File: config.mk
export PLATFORM = sky130hd
export DESIGN_NAME = gcd_core
export DESIGN_NICKNAME = d
export VERILOG_FILES = /design/src/rtl/gcd_core.sv
export SDC_FILE = /design/constraint.sdc
export NUM_CORES = 1
export LEC_CHECK = 0
export CAP_MARGIN = 10
export CORE_MARGIN = 4
export CORE_UTILIZATION = 55
export DETAILED_ROUTE_END_ITERATION = 8
export DONT_BUFFER_PORTS = 1
export GPL_TIMING_DRIVEN = 0
export PLACE_DENSITY_LB_ADDON = 0.1
export SLEW_MARGIN = 20
export SYNTH_ARGS = -nofsm -noshare
export SYNTH_HDL_FRONTEND = slang
export SYNTH_SLANG_ARGS = --single-unit
File: constraint.sdc
create_clock -name Clk -period 4.6 [get_ports Clk]
set_clock_uncertainty 0.15 [all_clocks]
set_input_delay 0.92 -clock Clk [delete_from_list [all_inputs] [get_ports Clk]]
set_output_delay 0.92 -clock Clk [all_outputs]
set_load 0.05 [all_outputs]
File: src/rtl/gcd_core.sv
// Subtractive-Euclid GCD engine: loads |Ain|/|Bin| on Start, performs one
// compare-subtract per clock, and holds the result and step count until the next Start.
module gcd_core #(
    parameter int DATA_WIDTH = 32,
    parameter int ITER_WIDTH = 32
) (
    input  logic                         Clk,
    input  logic                         Reset,
    input  logic                         Start,
    input  logic signed [DATA_WIDTH-1:0] Ain,
    input  logic signed [DATA_WIDTH-1:0] Bin,
    output logic        [DATA_WIDTH-1:0] Gcd,
    output logic        [ITER_WIDTH-1:0] Iter,
    output logic                         Busy,
    output logic                         Done
);

    typedef enum logic [1:0] {
        S_IDLE = 2'd0,
        S_RUN  = 2'd1,
        S_DONE = 2'd2
    } state_t;

    state_t                r_state;
    state_t                w_next;
    logic [DATA_WIDTH-1:0] r_a;
    logic [DATA_WIDTH-1:0] r_b;
    logic [DATA_WIDTH-1:0] r_gcd;
    logic [ITER_WIDTH-1:0] r_iter;
    logic                  w_load;
    logic                  w_step;
    logic                  w_finish;

    // Magnitude as unsigned; the most negative input maps to 2^(DATA_WIDTH-1) exactly.
    function automatic logic [DATA_WIDTH-1:0] abs_u(input logic signed [DATA_WIDTH-1:0] x);
        logic [DATA_WIDTH-1:0] u;
        u = x;
        return x[DATA_WIDTH-1] ? (~u + DATA_WIDTH'(1)) : u;
    endfunction

    function automatic logic [ITER_WIDTH-1:0] sat_inc(input logic [ITER_WIDTH-1:0] v);
        return (&v) ? v : v + ITER_WIDTH'(1);
    endfunction

    always_comb begin
        w_next   = r_state;
        Busy     = 1'b0;
        Done     = 1'b0;
        w_load   = 1'b0;
        w_step   = 1'b0;
        w_finish = 1'b0;
        case (r_state)
            S_IDLE, S_DONE: begin
                Done = (r_state == S_DONE);
                if (Start) begin
                    w_load = 1'b1;
                    w_next = S_RUN;
                end
            end
            S_RUN: begin
                Busy = 1'b1;
                if ((r_a == '0) || (r_b == '0)) begin
                    w_finish = 1'b1;
                    w_next   = S_DONE;
                end else begin
                    w_step = 1'b1;
                end
            end
            default: w_next = S_IDLE;
        endcase
    end

    always_ff @(posedge Clk) begin
        if (!Reset) begin
            r_state <= S_IDLE;
        end else begin
            r_state <= w_next;
        end
    end

    always_ff @(posedge Clk) begin
        if (!Reset) begin
            r_a    <= '0;
            r_b    <= '0;
            r_gcd  <= '0;
            r_iter <= '0;
        end else if (w_load) begin
            r_a    <= abs_u(Ain);
            r_b    <= abs_u(Bin);
            r_iter <= '0;
        end else if (w_finish) begin
            // One operand is zero here, so OR yields the other.
            r_gcd <= r_a | r_b;
        end else if (w_step) begin
            if (r_a >= r_b) begin
                r_a <= r_a - r_b;
            end else begin
                r_b <= r_b - r_a;
            end
            r_iter <= sat_inc(r_iter);
        end
    end

    assign Gcd  = r_gcd;
    assign Iter = r_iter;

endmodule
==> results_tabular.tex, run 1 <==
\begin{tabular}{lr}
\hline
Metric & Value \\
\hline
\multicolumn{2}{l}{\textbf{Placed design}} \\
Post-DP Area & 0.0108 mm2 \\
Routability congestion estimate & 1.06 \\
Count of input and output buffers & 0 \\
Cells after DPL & 1629 \\
Worst setup slack before clock tree synthesis & approximately 0.46 ns \\
DP HPWL & 31100 um \\
\multicolumn{2}{l}{\textbf{Timing}} \\
Slew headroom & 23.5\% \\
Worst Slack Setup Final & 0.196 ns \\
Final worst path period share & $\sim$96\% \\
Setup repair after global routing missed its margin & no \\
Final Hold Vio Count & 0 \\
Fmax & 0.227 GHz \\
Minimum clock period after layout & 4.40 ns \\
Aggregate negative setup slack & 0 ns \\
Count of final max-slew check failures & 0 \\
Transition time at the pin with the least slew margin & 1.15 ns \\
Total of endpoints with negative setup slack in the final report & 0 \\
\multicolumn{2}{l}{\textbf{Clocking}} \\
Clock-pin transition on the worst setup and hold timing paths & around 0.07 ns \\
Hold-fix buffers at CTS & 0 \\
TritonCTS clock tree & done \\
Number of buffers on the longest clock path & 2 \\
Cell chosen for the clock root & clkbuf\_16 \\
Clock Sinks & 130 \\
CTS HTree Levels & 4 \\
Clock Latency Late Sink & 0.43 ns \\
Number of clock buffers inserted by TritonCTS & 17 \\
Post-CTS Resized & 0 \\
Number of setup buffers added after CTS & 0 \\
\multicolumn{2}{l}{\textbf{Layout}} \\
Post-layout net count & around 1600 \\
Filler Cells Inserted & 1804 \\
Final standard cell utilization of the core & 60.7\% \\
Finished layout cell area & 0.0114 mm2 \\
Antenna diode count & 0 \\
Layout cells sized above 1 & 4.27\% \\
Area growth from synthesis to layout & 8.41\% \\
Final std cells w/o fill & 1661 \\
\multicolumn{2}{l}{\textbf{Job}} \\
Number of max-cap violations & 0 \\
\multicolumn{2}{l}{\textbf{Synth}} \\
Yosys cell types & between 60 and 70 \\
Gate count of the mapped netlist & 1395 \\
Area share of fa/ha/maj cells after synthesis & 12.1\% \\
Compound-cell area share of the yosys netlist & 23.7\% \\
Most frequent cells after synthesis & nor2\_1 (157), dfxtp\_1 (130), nand2\_1 (110) \\
Synth area leaders & dfxtp\_1 (25\%), ha\_1 (12\%), xnor2\_1 (7.3\%) \\
Post-synthesis cell area & 0.0105 mm2 \\
Synthesized-area fraction occupied by xor and xnor cells & 11.9\% \\
Primary FF master, synth & dfxtp\_1 \\
Multiplexer area fraction after synthesis & 0.917\% \\
Mean Syn Cell Area & between 7 and 8 um2 \\
Synthesized net count & roughly 1600 \\
Count of flip-flops with a built-in enable after synthesis & 0 \\
Synth warn & 0 \\
Area fraction of the dominant cell type after synthesis & 24.8\% \\
Cell taking the most area after synthesis & dfxtp\_1 \\
Area share of and/or/nand/nor cells after synthesis & about a fifth \\
Flip-flop and latch count after synthesis & 130 \\
Dominant combinational cell family by area after synthesis & compound AO/OA/AOI/OAI gates \\
Sequential cell area fraction in the yosys report & 24.8\% \\
Share of async-settable or async-resettable flops after synthesis & 0\% \\
Leading cell type by number of instances after synthesis & nor2\_1 \\
\multicolumn{2}{l}{\textbf{Setup path}} \\
Launching point of the worst reg2reg path & r\_a[8]\$\_SDFFE\_PN0P\_ \\
Critical path type & register to register \\
Reg2reg path depth & 12 \\
Worst-case register-to-register setup slack & approximately 0.20 ns \\
Endpoint of the most critical register-to-register path & r\_b[29]\$\_SDFFE\_PN0P\_ \\
Critical path data required time & 4.77 ns \\
Worst Path Arrival & around 4.6 ns \\
Critical path launch point type & register \\
Worst stage delay on the critical path & 0.75 ns \\
CP Cell Sequence & inv\_1 > ha\_1 > clkbuf\_1 > nor4\_1 > nand2\_1 > a31oi\_1 > nor4\_1 > o31ai\_1 > a31oi\_1 > o311ai\_0 > xnor2\_1 > o211ai\_1 \\
Worst Setup End Kind & register \\
Top fanout value on the critical path & 10 \\
Worst path slowest cell & o311ai\_0 \\
\multicolumn{2}{l}{\textbf{Route}} \\
Via/cell ratio & 6.43 \\
Average wire length per cell after detail routing & roughly 24 um \\
Post-detailed-route DRC marker count & 0 \\
Drt first-iter violations & 1188 \\
First-pass iteration count of the detailed router & 6 \\
Post-route antenna net violation count & 0 \\
Detailed-route via count & 10675 \\
Total wire length & 39700 um \\
\multicolumn{2}{l}{\textbf{GRT}} \\
Total Routing Usage GR & 35.7\% \\
Number of global-route vias before repair & 9997 \\
Antenna violations before repair & 1 \\
First-pass GRT wire length & 59200 um \\
Maximum number of pins on one net before global-route repair & 17 \\
Overall overflow remaining after global route & 0 \\
\multicolumn{2}{l}{\textbf{Die}} \\
Die outline area & roughly 0.021 mm2 \\
I/O pin count & 133 \\
Initial Utilization & 56.0\% \\
Total number of placement rows & 50 \\
Die Wd & roughly 150 um \\
Core Region & about 0.019 mm2 \\
Vertical extent of the die & 146 um \\
\multicolumn{2}{l}{\textbf{Pwr}} \\
Cell leakage power & about 4.2 nW \\
Maximum resistive drop on vdd & 349 uV \\
Cell Pwr Density & 687 mW/mm2 \\
\multicolumn{2}{l}{\textbf{Worst hold path}} \\
Cell depth of the worst min-delay path & 2 \\
Endpoint with the worst hold slack & r\_b[5]\$\_SDFFE\_PN0P\_ \\
Source of the worst hold timing path & r\_b[5]\$\_SDFFE\_PN0P\_ \\
HP Class & register to register \\
\multicolumn{2}{l}{\textbf{Status}} \\
Status & complete, no violations \\
\hline
\end{tabular}
[routing by layer]
metal	GRT usage (%)	routed length, um
met5	0	7
met4	11.3	1410
met3	10.9	4820
met2	54.3	17000
met1	48.5	16400
[where the power goes]
part	internal (mW)	leakage, nW	switching [mW]
registers	1.29	1.06	0.270
clock network	0.729	0.280	0.661
logic	1.77	2.82	3.10
total	3.79	4.16	4.03
[worst max path at each step]
| stage | startpoint | endpoint | slack (ns) | cells after the start |
|---|---|---|---|---|
| final | r_a[8]$_SDFFE_PN0P_ | r_b[29]$_SDFFE_PN0P_ | 0.20 | 12 |
| after global routing | r_a[8]$_SDFFE_PN0P_ | r_b[29]$_SDFFE_PN0P_ | 0.13 | 12 |
| after CTS | r_a[8]$_SDFFE_PN0P_ | r_b[29]$_SDFFE_PN0P_ | 0.43 | 12 |
| after detailed placement | r_a[8]$_SDFFE_PN0P_ | r_b[29]$_SDFFE_PN0P_ | 0.46 | 12 |
| after global placement | r_a[8]$_SDFFE_PN0P_ | r_b[29]$_SDFFE_PN0P_ | 0.32 | 12 |
| after floorplan | Bin[8] | r_b[20]$_SDFFE_PN0P_ | 1.20 | 8 |
[kinds of logic (layout without fill, tap and decap cells)]
kind of cell	Yosys count	in the layout
buffers and inverters	180	212
muxes	9	9
xor gates and xnor gates	143	143
adders and majority gates	100	100
AOI/OAI and AO/OA	390	390
DFF	130	130
and+or+nand+nor	443	443
[metrics by stage]
step	hold slack, ns	power, mW
floorplan	0.311	4.85
global placement	0.333	6.26
detailed placement	0.343	6.22
CTS	0.352	7.63
global route	0.396	8.23
finish	0.346	7.82
[worst max-delay path: cells and delay by family, from the launching register on]
family | cells | cell delay, ns
flops | 1 | 0.41
buf+inv | 2 | 0.35
fa+ha+maj | 1 | 0.29
compound gates | 5 | 2.05
xor+xnor | 1 | 0.21
simple gates | 3 | 0.84
[flip-flops by register name, indices dropped and copies added (netlist names)]
| name | count |
|---|---|
| r_state | 2 |
| Gcd | 32 |
| r_a | 32 |
| r_b | 32 |
| Iter | 32 |
[cell usage in the layout (no fill, tap or decap), types with 8 or more instances in the layout]
cell type    n
o31ai_1     24
a21boi_0    10
ha_1        98
nor4_1      33
nand3_1     25
dfxtp_1    130
o21ai_0     76
xor2_1      55
nand4_1     15
nand2_1    110
nor2_1     157
o21bai_1    14
xnor2_1     88
clkbuf_16   17
a21oi_1    109
a211oi_1    45
clkbuf_1    50
and3_1       8
o211ai_1    23
buf_2       12
nor2b_1     15
inv_1      106
or3_1       15
o41ai_1     12
a31oi_1     11
or4_1        9
nor3_1      22
o22ai_1     15
a221oi_1     8
nand2b_1    10
[layout make-up]
cell class | instances | area, um2 | area share [%]
clock inverters | 15 | 165 | 1.45
well taps | 234 | 293 | 2.57
flip-flops and latches | 130 | 2600 | 22.9
clock buffers | 17 | 425 | 3.74
plain buffers | 69 | 285 | 2.51
inverters | 111 | 417 | 3.66
multi-input cells | 1085 | 7200 | 63.2
(Power assumes the default switching activity.)
==> run 2, diff against run 1 <==
--- a/config.mk
+++ b/config.mk
@@ -6,7 +6,6 @@
 export NUM_CORES = 1
 export LEC_CHECK = 0
 export CAP_MARGIN = 10
-export CORE_MARGIN = 4
 export CORE_UTILIZATION = 55
 export DETAILED_ROUTE_END_ITERATION = 8
 export DONT_BUFFER_PORTS = 1
==> results_tabular.tex, run 2 (synthesized netlist as in run 1, its figures left out) <==
\begin{tabular}{lr}
\hline
Metric & Value \\
\hline
\multicolumn{2}{l}{\textbf{Pwr}} \\
Cell Pwr Density & 704 mW/mm2 (was 687 mW/mm2) \\
Maximum resistive drop on vdd & 311 uV (was 349 uV) \\
Cell leakage power & 4.17 nW (was 4.16 nW) \\
\multicolumn{2}{l}{\textbf{Setup path}} \\
Cell repeated most along the worst path & clkbuf\_1 \\
Critical path launch point type & register (unchanged) \\
Launching point of the worst reg2reg path & r\_a[7]\$\_SDFFE\_PN0P\_ (was r\_a[8]\$\_SDFFE\_PN0P\_) \\
Worst path slowest cell & nor4\_1 (was o311ai\_0) \\
Critical path type & register to register (unchanged) \\
Reg2reg path depth & 14 (was 12) \\
Worst Setup End Kind & register (unchanged) \\
Launch point of the worst path & r\_a[7]\$\_SDFFE\_PN0P\_ (was r\_a[8]\$\_SDFFE\_PN0P\_) \\
CP Cell Sequence & inv\_1 > ha\_1 > clkbuf\_1 > nor4\_1 > o31a\_1 > or4b\_4 > a21oi\_2 > a21oi\_1 > o21a\_1 > clkbuf\_1 > clkbuf\_1 > nand2\_1 > o211ai\_1 > a21oi\_1 (was inv\_1 > ha\_1 > clkbuf\_1 > nor4\_1 > nand2\_1 > a31oi\_1 > nor4\_1 > o31ai\_1 > a31oi\_1 > o311ai\_0 > xnor2\_1 > o211ai\_1) \\
Worst stage delay on the critical path & 0.71 ns (was 0.75 ns) \\
Worst Path Arrival & 4.53 ns (was 4.57 ns) \\
Top fanout value on the critical path & 10 (unchanged) \\
Critical path data required time & 4.74 ns (was 4.77 ns) \\
\multicolumn{2}{l}{\textbf{Clocking}} \\
Clock-pin transition on the worst setup and hold timing paths & 0.06 ns (was 0.07 ns) \\
Clock Latency Late Sink & 0.44 ns (was 0.43 ns) \\
TritonCTS clock tree & done (unchanged) \\
Number of clock buffers inserted by TritonCTS & 17 (unchanged) \\
Number of setup buffers added after CTS & 0 (unchanged) \\
Number of buffers on the longest clock path & 2 (unchanged) \\
Hold-fix buffers at CTS & 0 (unchanged) \\
CTS HTree Levels & 4 (unchanged) \\
Post-CTS Resized & 0 (unchanged) \\
Clock Sinks & 130 (unchanged) \\
Cell chosen for the clock root & clkbuf\_16 (unchanged) \\
\multicolumn{2}{l}{\textbf{Layout}} \\
Final standard cell utilization of the core & 60.9\% (was 60.7\%) \\
Storage element area & 0.00260 mm2 (unchanged) \\
Commonest non-fill, non-tap cell in the layout & nor2\_1 (unchanged) \\
Area taken by multi-input logic gates & 0.00720 mm2 (unchanged) \\
Area growth from synthesis to layout & 8.53\% (was 8.41\%) \\
Post-layout net count & 1581 (unchanged) \\
Leading cell types in the layout, fill and taps excluded & nor2\_1 (157), dfxtp\_1 (130), nand2\_1 (110) (unchanged) \\
Antenna diode count & 0 (unchanged) \\
Filler Cells Inserted & 1794 (was 1804) \\
Layout cells sized above 1 & 4.27\% (unchanged) \\
\multicolumn{2}{l}{\textbf{Route}} \\
Detailed-route via count & 10659 (was 10675) \\
Average wire length per cell after detail routing & 23.0 um (was 23.9 um) \\
Post-route antenna net violation count & 0 (unchanged) \\
Total wire length & 38100 um (was 39700 um) \\
Via/cell ratio & 6.42 (was 6.43) \\
Drt first-iter violations & 1277 (was 1188) \\
Post-detailed-route DRC marker count & 0 (unchanged) \\
First-pass iteration count of the detailed router & 6 (unchanged) \\
\multicolumn{2}{l}{\textbf{GRT}} \\
Total Routing Usage GR & 38.8\% (was 35.7\%) \\
Overall overflow remaining after global route & 0 (unchanged) \\
Number of global-route vias before repair & 9668 (was 9997) \\
First-pass GRT wire length & 57200 um (was 59200 um) \\
Antenna violations before repair & 0 (was 1) \\
Maximum number of pins on one net before global-route repair & 17 (unchanged) \\
\multicolumn{2}{l}{\textbf{Die}} \\
Die Wd & 140 um (was 146 um) \\
Core Region & 0.0187 mm2 (was 0.0188 mm2) \\
I/O pin count & 133 (unchanged) \\
Die outline area & 0.0197 mm2 (was 0.0214 mm2) \\
Total number of placement rows & 50 (unchanged) \\
Initial Utilization & 56.2\% (was 56.0\%) \\
Vertical extent of the die & 140 um (was 146 um) \\
\multicolumn{2}{l}{\textbf{Timing}} \\
Transition time at the pin with the least slew margin & 1.07 ns (was 1.15 ns) \\
Final Hold Vio Count & 0 (unchanged) \\
Final worst path period share & 95.4\% (was 95.7\%) \\
Fmax & 0.228 GHz (was 0.227 GHz) \\
Setup repair after global routing missed its margin & no (unchanged) \\
Total of endpoints with negative setup slack in the final report & 0 (unchanged) \\
Count of final max-slew check failures & 0 (unchanged) \\
Aggregate negative setup slack & 0 ns (unchanged) \\
Slew headroom & 28.5\% (was 23.5\%) \\
Minimum clock period after layout & 4.39 ns (was 4.40 ns) \\
\multicolumn{2}{l}{\textbf{Worst hold path}} \\
Cell depth of the worst min-delay path & 2 (unchanged) \\
HP Class & register to register (unchanged) \\
Source of the worst hold timing path & r\_a[5]\$\_SDFFE\_PN0P\_ (was r\_b[5]\$\_SDFFE\_PN0P\_) \\
\multicolumn{2}{l}{\textbf{Placed design}} \\
Routability congestion estimate & 0.983 (was 1.06) \\
Count of input and output buffers & 0 (unchanged) \\
DP HPWL & 30300 um (was 31100 um) \\
\multicolumn{2}{l}{\textbf{Status}} \\
Status & complete, no violations (unchanged) \\
\multicolumn{2}{l}{\textbf{Job}} \\
Number of max-cap violations & 0 (unchanged) \\
\hline
\end{tabular}
run 2: final timing paths:
check,to,slack (ns)
hold reg to reg,r_a[5]$_SDFFE_PN0P_,0.38
setup / recovery,r_a[12]$_SDFFE_PN0P_,0.21
hold / removal,r_a[5]$_SDFFE_PN0P_,0.38
setup reg to reg,r_a[12]$_SDFFE_PN0P_,0.21
run 2: metrics by stage:
stage	area (um2)	total power, mW	instances	hold slack (ns)	setup slack (ns)
global placement	10800	6.36	1629	0.346	0.419
finish	11400	8.02	1661	0.380	0.210
floorplan	10500	4.85	1395	0.311	1.20
detailed placement	10800	6.32	1629	0.356	0.462
CTS	11400	7.78	1661	0.366	0.450
global route	11400	8.41	1661	0.379	0.0897
run 2: per-layer routing:
metal | wire length [um] | global-route usage [%] | part of all wire, % | vias up
li1 | - | - | - | 4942
met1 | 17200 | 57.6 | 45 | 4963
met2 | 15200 | 54.2 | 40 | 672
met3 | 4770 | 10.5 | 13 | 82
met4 | 995 | 10.6 | 2.6 | 0
met5 | 0 | 0 | 0 | -
run 2: report_power, final:
part	total, mW	switching [mW]	internal [mW]
registers	1.56	0.271	1.29
logic	5.04	3.26	1.78
clock network	1.42	0.637	0.782
total	8.02	4.17	3.86
run 2: area by class of cell:
class | count | area share, %
plain buffers | 69 | 2.50
clock buffers | 17 | 3.73
clock inverters | 15 | 1.56
inverters | 111 | 3.65
multi-input cells | 1085 | 63.2
flip-flops and latches | 130 | 22.8
well taps | 234 | 2.57
run 2: critical path: cells and delay by family (launching register included):
| family | cells | cell delay, ns |
|---|---|---|
| AOI/OAI and AO/OA | 6 | 1.23 |
| buffers and inverters | 4 | 1.12 |
| and+or+nand+nor | 3 | 1.01 |
| DFF | 1 | 0.42 |
| adders and majority gates | 1 | 0.29 |
==> run 3, diff against run 2 <==
--- a/config.mk
+++ b/config.mk
@@ -15,3 +15,4 @@
 export SYNTH_ARGS = -nofsm -noshare
 export SYNTH_HDL_FRONTEND = slang
 export SYNTH_SLANG_ARGS = --single-unit
+export TNS_END_PERCENT = 100
==> results of run 3 <==
The final DEF is identical to that of run 2; final timing and power are the same.
